**config.mk**
```make
export PLATFORM = sky130hd
export DESIGN_NAME = ruleid_rd_arb
export DESIGN_NICKNAME = d
export VERILOG_FILES = /design/src/rtl/ruleid_rd_arb.sv
export SDC_FILE = /design/constraint.sdc
export NUM_CORES = 1
export LEC_CHECK = 0
export ABC_AREA = 1
export ABC_CLOCK_PERIOD_IN_PS = 2170
export CAP_MARGIN = 0
export CORE_ASPECT_RATIO = 1.2
export CORE_UTILIZATION = 35
export CTS_CLUSTER_DIAMETER = 150
export DETAILED_ROUTE_END_ITERATION = 10
export GPL_TIMING_DRIVEN = 1
export PLACE_DENSITY = 0.62
export SYNTH_ARGS = -nofsm -noshare
export SYNTH_HDL_FRONTEND = slang
export SYNTH_SLANG_ARGS = --single-unit
```
**constraint.sdc**
```tcl
create_clock -name clk -period 2.17 [get_ports clk]
set_input_delay 0.651 -clock clk [delete_from_list [all_inputs] [get_ports clk]]
set_output_delay 0.651 -clock clk [all_outputs]
set_load 0.05 [all_outputs]
```
**src/rtl/ruleid_rd_arb.sv**
```systemverilog
// Read-port arbiter for the rule ID table: lookups have priority, status reads are routed back by tag.
// Optional status-read aging is enabled by defining RULEID_ARB_AGING_EN.
module ruleid_rd_arb #(
    parameter int AWIDTH  = 13,
    parameter int DWIDTH  = 32,
    parameter int RD_LAT  = 2,
    parameter int AGE_MAX = 16
) (
    input  logic              clk,
    input  logic              rst_n,
    input  logic              lk_valid,
    input  logic [AWIDTH-1:0] lk_addr,
    output logic              lk_ready,
    output logic              lk_rsp_valid,
    output logic [DWIDTH-1:0] lk_rsp_data,
    input  logic              st_valid,
    input  logic [AWIDTH-1:0] st_addr,
    output logic              st_ready,
    output logic              st_rsp_valid,
    output logic [DWIDTH-1:0] st_rsp_data,
    output logic              mem_rden,
    output logic [AWIDTH-1:0] mem_rdaddress,
    input  logic [DWIDTH-1:0] mem_q,
    output logic [31:0]       lk_cnt,
    output logic [31:0]       st_cnt
);

    localparam int AGE_W = $clog2(AGE_MAX + 1);

    logic force_st;
    logic lk_hs;
    logic st_hs;

    // Ready logic never looks at st_valid, so lk_ready has no path from the status side.
    assign lk_ready = !force_st;
    assign st_ready = !lk_valid || force_st;
    assign lk_hs    = lk_valid && lk_ready;
    assign st_hs    = st_valid && st_ready && !lk_hs;

`ifdef RULEID_ARB_AGING_EN
    logic [AGE_W-1:0] age;

    always_ff @(posedge clk or negedge rst_n) begin
        if (!rst_n) begin
            age <= '0;
        end else if (!st_valid || st_hs) begin
            age <= '0;
        end else if (age != AGE_W'(AGE_MAX)) begin
            age <= age + AGE_W'(1);
        end
    end

    assign force_st = (age == AGE_W'(AGE_MAX));
`else
    assign force_st = 1'b0;
`endif

    // Tag stage k is valid in the (k+1)th cycle after the grant; the last stage lines up with mem_q.
    logic [RD_LAT:0] tag_v;
    logic [RD_LAT:0] tag_st;

    always_ff @(posedge clk or negedge rst_n) begin
        if (!rst_n) begin
            tag_v         <= '0;
            tag_st        <= '0;
            mem_rdaddress <= '0;
        end else begin
            tag_v  <= {tag_v[RD_LAT-1:0], lk_hs || st_hs};
            tag_st <= {tag_st[RD_LAT-1:0], st_hs};
            if (lk_hs) begin
                mem_rdaddress <= lk_addr;
            end else if (st_hs) begin
                mem_rdaddress <= st_addr;
            end
        end
    end

    assign mem_rden = tag_v[0];

    always_ff @(posedge clk or negedge rst_n) begin
        if (!rst_n) begin
            lk_rsp_valid <= 1'b0;
            st_rsp_valid <= 1'b0;
            lk_rsp_data  <= '0;
            st_rsp_data  <= '0;
        end else begin
            lk_rsp_valid <= tag_v[RD_LAT] && !tag_st[RD_LAT];
            st_rsp_valid <= tag_v[RD_LAT] && tag_st[RD_LAT];
            if (tag_v[RD_LAT] && !tag_st[RD_LAT]) begin
                lk_rsp_data <= mem_q;
            end
            if (tag_v[RD_LAT] && tag_st[RD_LAT]) begin
                st_rsp_data <= mem_q;
            end
        end
    end

    always_ff @(posedge clk or negedge rst_n) begin
        if (!rst_n) begin
            lk_cnt <= '0;
            st_cnt <= '0;
        end else begin
            if (lk_hs) begin
                lk_cnt <= lk_cnt + 32'd1;
            end
            if (st_hs) begin
                st_cnt <= st_cnt + 32'd1;
            end
        end
    end

endmodule

```
# == Yosys cells after proc, flatten, opt, wreduce, memory -nomap -nowiden ==
# Index checks and enable logic that the tools add are counted.
# totals
ff_bits,149
inputBits,62
word_cells,21
output_inout_bits,146
# op_classes
add_sub_neg,2
muxes,2
n_reduce_logical,8
# op_table
op,n
$add A32 B1 Y32 const B,2
$mux W13,2
$logic_and A1 B1 Y1,4
$logic_not A1 Y1,2
$reduce_bool A2 Y1,1
$logic_or A1 B1 Y1,1

# == Longest topological paths before layout ==
# Gate-level depths: netlist of the first run.
# logic_depth
ltp_word,5
ltp_mapped,10
ltp_nobuf,10

# == Least setup slack after synthesis of the first run ==
# OpenSTA, ideal clock, no wires.
# synth_path
path_kind,flip-flop to flip-flop
start,reg lk_cnt[0]
end,reg lk_cnt[24]
required_ns,2.050
t_arrival_ns,1.680
setup_ns,0.120
stages_incl_launch_ff,11
setup_slack_ns,0.370
synth_period_minus_slack_ns,1.800
n_path_buf,0
cell_sequence,dfrtp_1 -> ha_1 -> nand2_1 -> nor2_2 -> nand2_2 -> nor2_4 -> nand2_2 -> nor2_2 -> nand2_1 -> nand2_1 -> nand2_1
# synth_between
elab_chain_len,1
# synth_lines
item,line_no,text
from (decl),24,"output logic [31:0] lk_cnt,"
from (signal assigned),104,lk_cnt <= lk_cnt + 32'd1;
$add A32 B1 Y32,104,
# Every way passes these cells.
# A chain may end at the register's enable or synchronous reset.

# == Worst setup path in the final report of the first run ==
# layout_path
start,in lk_valid
end,out st_ready
# layout_between
elab_chain_len,1
# layout_lines
item,line_no,text
from (decl),11,"input logic lk_valid,"
$logic_not A1 Y1,36,assign st_ready = !lk_valid || force_st;
to (decl),18,"output logic st_ready,"
# Every way passes these cells.

==> results by group, run 1 <==
Run status
  • Outcome: finished, final reports clean

Synth
  • Count of flip-flops with a built-in enable after synthesis: 0
  • Post-Syn Nets: between 800 and 900
  • Synth Area per Inst: 8.61 µm²
  • Number of instances in the synthesized netlist: 786
  • Share of synthesized flip-flops with an asynchronous set or reset: 1.00
  • Seq cells post-synth: 149
  • Number of different library cells in the post-synthesis netlist: 31
  • Main synth FF type: sky130_fd_sc_hd__dfrtp_1
  • Seq/Total Area, Yosys: 0.551
  • Post-synthesis cell area: 6770 µm²
  • Yosys synthesis warning count: 0

Place
  • Number of buffer cells added on primary ports: 206
  • Post-detailed-placement half-perimeter wirelength: 14.1 mm
  • Global placer's final weighted congestion: 0.852

Detailed routing
  • Drt first-iter violations: 284
  • Count of nets left with antenna violations after detail routing: 0
  • Via-per-instance ratio: 4.53
  • TritonRoute pass-1 iters: 6
  • Final routed wirelength across all metal layers: approximately 19 mm
  • Total number of vias: 5790
  • Number of remaining DRC errors: 0
  • Routed length per placed instance: 14.7 µm

Critical path
  • Cells traversed along the worst timing path: clkdlybuf4s50_1 -> inv_4 -> buf_12
  • Worst reg-to-reg setup slack: 0.56 ns
  • Highest net fanout along the worst path: 7
  • Element type at the critical path end: primary output
  • Arrival time at the worst endpoint: ~1.4 ns
  • Worst r2r src: st_cnt[0]$_DFFE_PN0P_
  • Reg-to-Reg End: st_cnt[26]$_DFFE_PN0P_
  • Worst R2R Path Depth: 8
  • Stages on the worst setup path: 3
  • Count of buffering cells on the critical path with inverters included: 3
  • Cell with the largest stage delay on the worst path: sky130_fd_sc_hd__clkdlybuf4s50_1
  • Critical Setup Path Class: in2out
  • Delay contributed by the slowest stage of the critical path: 0.53 ns
  • Crit path launch type: input pin
  • Kind of cell adding the most delay to the critical path: buffers and inverters
  • Critical Path Start: lk_valid
  • CP required: 1.52 ns
  • Critical Path End: st_ready

Timing
  • Final setup violating endpoints: 0
  • Total negative setup slack: 0 ns
  • Worst-case hold slack: 0.0923 ns
  • Skew final: 0.0103 ns
  • Least-Margin Pin Slew: 0.592 ns
  • Count of final hold-check violations: 0
  • Worst slew margin relative to its limit: 0.604
  • Fmax achieved: roughly 0.48 GHz
  • Final Max Slew Viols: 0
  • Unrepaired setup endpoints after global routing: no
  • Fraction of the cycle the final worst path needs: 0.962
  • Min Tclk post-route: between 2 and 2.5 ns

Layout
  • Sequential cell area: 3730 µm²
  • Multi-input gate area in the final layout: about 2500 µm²
  • Final Net Count: 1074
  • Highest-count cells in the layout ignoring fill and taps: 226 x sky130_fd_sc_hd__nand2_1, 149 x sky130_fd_sc_hd__dfrtp_1, 113 x sky130_fd_sc_hd__inv_1, 113 x sky130_fd_sc_hd__buf_4, 64 x sky130_fd_sc_hd__o21ai_0
  • Ratio of cells with drive above 1 in the final layout: 0.186
  • Area Growth Syn to Fin: 41.5%
  • Ant diodes: 0
  • Leading cell type in the layout, fill and taps excluded: sky130_fd_sc_hd__nand2_1
  • Final core utilization: 0.506
  • Fill cells: 1848

Floorplan
  • Core area: 18900 µm²
  • Num ports: 208
  • Std cell rows: 55
  • Starting density of the core: 0.358
  • Horiz. Die Dim: 129 µm
  • DIE AREA: 19900 µm²
  • Height of the die: between 150 and 200 µm

GRT
  • GRT Total Usage: 0.199
  • First-pass GRT wire length: between 30 and 40 mm
  • Total global routing overflow: 0
  • Number of global-route vias before repair: about 5700
  • Initial antenna violation count: 1
  • Largest net degree at the start of global routing: 66

Run
  • Maxcap violations: 0

CTS
  • Clk Tree Root Cell: sky130_fd_sc_hd__clkbuf_16
  • H-tree depth: 4
  • Clock Sink Count: about 150
  • Source-to-sink clock delay at the later pin of the worst-skew pair: ~0.43 ns
  • Clock buffer count from CTS: 17
  • Clock-pin transition on the worst setup and hold timing paths: 0.07 ns
  • Clock buffer depth: 2
  • TritonCTS clock tree: built
  • Post-CTS setup buffer count: 0

Power
  • Power density over cell area: between 900 and 1000 nW/µm²
  • Max IR drop VDD: slightly above 0.5 mV
  • Leak Pwr: 4.94 nW

Hold path
  • Worst hold path class: in2async
## routing by layer
layer | up-vias | GRT usage | part of all wire | wire [µm]
met2 | 194 | 0.325 | 0.46 | 8720
li1 | 2889 | - | - | -
met3 | 23 | 0.0633 | 0.077 | 1460
met4 | 2 | 0.0739 | 0.016 | 302
met5 | - | 0 | 0.00058 | 11
met1 | 2682 | 0.243 | 0.44 | 8350
## worst min-delay path by stage
stage,end,slack (ns),cells past startpoint
final,st_rsp_data[6]$_DFFE_PN0P_,0.09,1
after global routing,st_rsp_data[6]$_DFFE_PN0P_,0.09,1
after CTS,st_rsp_data[6]$_DFFE_PN0P_,0.09,1
after detailed placement,tag_st[2]$_DFF_PN0_,0.34,0
after global placement,tag_st[2]$_DFF_PN0_,0.33,0
after floorplan,tag_st[1]$_DFF_PN0_,0.33,0
## synthesized netlist by cell type (2+ instances only)
master                     number  area share
sky130_fd_sc_hd__ha_1           2      0.0037
sky130_fd_sc_hd__xor2_1        23       0.030
sky130_fd_sc_hd__buf_2          3      0.0022
sky130_fd_sc_hd__nand2_4        2      0.0033
sky130_fd_sc_hd__nand2_1      227        0.13
sky130_fd_sc_hd__nand4_1       16       0.015
sky130_fd_sc_hd__nor2_4         6       0.010
sky130_fd_sc_hd__nand3_2        2      0.0030
sky130_fd_sc_hd__nor2_1        50       0.028
sky130_fd_sc_hd__dfrtp_1      149        0.55
sky130_fd_sc_hd__nor3_1         8      0.0059
sky130_fd_sc_hd__nand3_1       54       0.040
sky130_fd_sc_hd__nor2_2        10      0.0092
sky130_fd_sc_hd__nand2_2        5      0.0046
sky130_fd_sc_hd__inv_2          3      0.0017
sky130_fd_sc_hd__nor2_8         2      0.0059
sky130_fd_sc_hd__clkbuf_1      14      0.0078
sky130_fd_sc_hd__o21ai_1        2      0.0015
sky130_fd_sc_hd__inv_4          2      0.0018
sky130_fd_sc_hd__inv_1        113       0.063
sky130_fd_sc_hd__o21ai_0       64       0.047
sky130_fd_sc_hd__xnor2_1       18       0.023
sky130_fd_sc_hd__nand3b_1       3      0.0033
## stage by stage
step	total power, mW	setup WS [ns]	cell area, µm²	std cells
5_1_grt	9.09	0.0504	9580	1279
4_1_cts	8.82	0.0751	9580	1279
3_5_place_dp	5.86	0.00386	9030	1247
3_3_place_gp	5.83	0.0238	9030	1247
6_report	8.72	0.0815	9580	1279
2_1_floorplan	4.88	0.370	6770	786
## cells by family after synthesis
group	share of synthesized area
xor+xnor	0.0555
simple gates	0.262
flops	0.551
fa+ha+maj	0.00370
compound gates	0.0488
other cells	0.000554
buf+inv	0.0789
## state kept, by name, indices dropped and copies added, names as in the netlist
name / flops
st_cnt: 32
lk_cnt: 32
lk_rsp_valid: 1
mem_rdaddress: 13
lk_rsp_data: 32
tag_st: 3
st_rsp_valid: 1
st_rsp_data: 32
tag_v: 3
## report_power, final
part,internal (mW),total (mW),switching [mW]
sequential,3.09,3.36,0.269
combinational,0.675,2.34,1.67
clock,1.76,3.01,1.26
## repair_timing
| action | in CTS | in global routing |
|---|---|---|
| hold buffers | 0 | 0 |
| setup endpoints to repair | 44 | 0 |
| resized for setup | 44 | 0 |
## final cells by class
cell class,instances,share of cell area
Sequential cell,149,0.389
Multi-Input combinational cell,500,0.262
Timing Repair Buffer,224,0.205
Inverter,118,0.0468
Clock buffer,18,0.0459
Tap cell,256,0.0334
Clock inverter,14,0.0171
Power figures use the tool's default switching activity.
==> run 2: changes to the inputs <==
--- a/config.mk
+++ b/config.mk
@@ -17,3 +17,4 @@
 export SYNTH_ARGS = -nofsm -noshare
 export SYNTH_HDL_FRONTEND = slang
 export SYNTH_SLANG_ARGS = --single-unit
+export TNS_END_PERCENT = 10
==> results of run 2 <==
Final layout, timing and power as in run 1 (identical DEF).
==> run 3: changes to the inputs <==
--- a/config.mk
+++ b/config.mk
@@ -8,12 +8,12 @@
 export ABC_AREA = 1
 export ABC_CLOCK_PERIOD_IN_PS = 2170
 export CAP_MARGIN = 0
-export CORE_ASPECT_RATIO = 1.2
 export CORE_UTILIZATION = 35
 export CTS_CLUSTER_DIAMETER = 150
 export DETAILED_ROUTE_END_ITERATION = 10
 export GPL_TIMING_DRIVEN = 1
 export PLACE_DENSITY = 0.62
+export SKIP_LAST_GASP = 1
 export SYNTH_ARGS = -nofsm -noshare
 export SYNTH_HDL_FRONTEND = slang
 export SYNTH_SLANG_ARGS = --single-unit
==> run 3 against run 2 <==
  * The flow now finishes with violations (setup timing)
  * Sequential cell count did not move
  * Hold slack better by 0.011 ns
  * Non-clock buffer count decreased by 2
  * Critical endpoint is now st_rsp_data[4]
==> results by group, run 3 (synthesis gave the netlist of run 1 again) <==
Run status
  • Outcome: finished with violations
  • Violated checks: setup timing

CTS
  • Post-CTS setup buffer count: 0 (unchanged)
  • Number of buffers inserted by hold repair at cts: 0 (unchanged)
  • TritonCTS clock tree: built
  • Clock Sink Count: 149 (unchanged)
  • Clk Tree Root Cell: sky130_fd_sc_hd__clkbuf_16
  • H-tree depth: 4 (unchanged)
  • Clock buffer count from CTS: 17 (unchanged)
  • Clock buffer depth: 2 (unchanged)
  • Source-to-sink clock delay at the later pin of the worst-skew pair: 0.42 ns (about the same)
  • Clock-pin transition on the worst setup and hold timing paths: 0.06 ns (about the same)

Timing
  • Skew final: 0.0106 ns (+0.000306 ns)
  • Min Tclk post-route: 2.24 ns (+0.147 ns)
  • Least setup slack across all paths after layout: -0.0653 ns (-0.147 ns)
  • Total negative setup slack: -1.68 ns (-1.68 ns)
  • Fraction of the cycle the final worst path needs: 1.03 (+0.0676)
  • Worst-case hold slack: 0.103 ns (+0.0112 ns)
  • Fmax achieved: 0.447 GHz (-6.6%)
  • Final Max Slew Viols: 0 (unchanged)
  • Least-Margin Pin Slew: 0.519 ns (-0.0728 ns)
  • Count of final hold-check violations: 0 (unchanged)
  • Unrepaired setup endpoints after global routing: yes
  • Worst slew margin relative to its limit: 0.653 (+0.0494)
  • Final setup violating endpoints: 42 (+42)

GRT
  • First-pass GRT wire length: 28.4 mm (-6.2%)
  • GRT Total Usage: 0.181 (-0.0173)
  • Largest net degree at the start of global routing: 66 (unchanged)
  • Total global routing overflow: 0 (unchanged)
  • Number of global-route vias before repair: 5586 (-1.4%)
  • Initial antenna violation count: 0 (-1)

Layout
  • Leading cell type in the layout, fill and taps excluded: sky130_fd_sc_hd__nand2_1
  • Final Net Count: 1072 (-0.19%)
  • Area Growth Syn to Fin: 41.8%
  • Highest-count cells in the layout ignoring fill and taps: 226 x sky130_fd_sc_hd__nand2_1, 149 x sky130_fd_sc_hd__dfrtp_1, 113 x sky130_fd_sc_hd__inv_1, 105 x sky130_fd_sc_hd__buf_4, 102 x sky130_fd_sc_hd__clkdlybuf4s50_1
  • Fill cells: 1809 (-2.1%)
  • Final core utilization: 0.510 (+0.00378)
  • Ant diodes: 0 (unchanged)
  • Ratio of cells with drive above 1 in the final layout: 0.175 (-0.0104)

Detailed routing
  • Count of nets left with antenna violations after detail routing: 0 (unchanged)
  • Final routed wirelength across all metal layers: 17.3 mm (-8.3%)
  • Drt first-iter violations: 266 (-6.3%)
  • Routed length per placed instance: 13.5 µm (-8.5%)
  • TritonRoute pass-1 iters: 5 (-1)
  • Number of remaining DRC errors: 0 (unchanged)
  • Via-per-instance ratio: 4.42 (-2.4%)
  • Total number of vias: 5661 (-2.2%)

Power
  • Power consumption: 8.60 mW (-1.4%)
  • Leak Pwr: 4.86 nW (-1.6%)
  • Max IR drop VDD: 0.881 mV (+73%)
  • Power density over cell area: 895 nW/µm² (-1.6%)

Floorplan
  • Height of the die: 141 µm (-8.6%)
  • Core area: 18800 µm² (-0.50%)
  • Horiz. Die Dim: 141 µm (+9.4%)
  • Std cell rows: 50 (-9.1%)
  • Starting density of the core: 0.359 (+0.00178)
  • DIE AREA: 19900 µm² (about the same)
  • Num ports: 208 (unchanged)

Critical path
  • Crit path launch type: register
  • Count of buffering cells on the critical path with inverters included: 1 (-2)
  • Kind of cell adding the most delay to the critical path: buffers and inverters
  • Cells traversed along the worst timing path: clkdlybuf4s50_1
  • Arrival time at the worst endpoint: 1.58 ns (+0.14 ns)
  • Critical Setup Path Class: reg2out
  • Delay contributed by the slowest stage of the critical path: 0.81 ns (+0.28 ns)
  • Cell with the largest stage delay on the worst path: sky130_fd_sc_hd__clkdlybuf4s50_1
  • Element type at the critical path end: primary output
  • CP required: 1.52 ns (about the same)
  • Highest net fanout along the worst path: 2 (-5)

Run
  • Maxcap violations: 0 (unchanged)

Place
  • Post-detailed-placement half-perimeter wirelength: 12.9 mm (-8.8%)
  • Number of buffer cells added on primary ports: 206 (unchanged)
  • Global placer's final weighted congestion: 0.827 (-2.9%)

Hold path
  • Worst hold path class: in2async
## run 3: final timing paths
check                                      startpoint                         end  slack [ns]  cells after the start
max                        st_rsp_data[4]$_DFFE_PN0P_              st_rsp_data[4]       -0.07                      1
min                                             rst_n  lk_rsp_data[6]$_DFFE_PN0P_        0.10                      1
max reg2reg                     st_cnt[0]$_DFFE_PN0P_      st_cnt[26]$_DFFE_PN0P_        0.48                      8
min reg2reg                        tag_v[1]$_DFF_PN0_          tag_v[2]$_DFF_PN0_        0.35                      0
max in group asynchronous                       rst_n  st_rsp_data[0]$_DFFE_PN0P_        1.42                      2
min in group clk                   tag_v[1]$_DFF_PN0_          tag_v[2]$_DFF_PN0_        0.35                      0
## run 3: through the flow
step	cells	setup slack [ns]	instance area, µm²
floorplan	786	0.370	6770
global placement	1249	0.0295	9020
detailed placement	1249	0.00373	9020
CTS	1281	-0.0867	9590
global route	1281	-0.111	9600
finish	1281	-0.0653	9600
## run 3: layout make-up
class                           instances  area [µm²]  area share
Tap cell                              260         325      0.0339
Multi-Input combinational cell        500        2510       0.261
Inverter                              118         448      0.0467
Sequential cell                       149        3730       0.388
Clock inverter                         12         119      0.0124
Clock buffer                           20         457      0.0476
Timing Repair Buffer                  222        2010       0.210
## run 3: layer usage
layer / share of wire / up-vias / global-route usage
li1: - / 2888 / -
met4: 0.0090 / 0 / 0.0503
met3: 0.073 / 15 / 0.0560
met2: 0.44 / 191 / 0.286
met5: 0 / - / 0
met1: 0.47 / 2567 / 0.240
## run 3: timing repair
item | CTS | global route
endpoints found under the hold margin | 0 | 0
pin swaps | 0 | 0
endpoints found under the setup margin | 51 | 46
resized for setup | 5 | 4
## run 3: where the power goes
part / internal (mW) / total, mW / switching (mW)
registers: 3.09 / 3.36 / 0.266
clock network: 1.66 / 2.86 / 1.20
logic: 0.740 / 2.38 / 1.64
total: 5.49 / 8.60 / 3.11
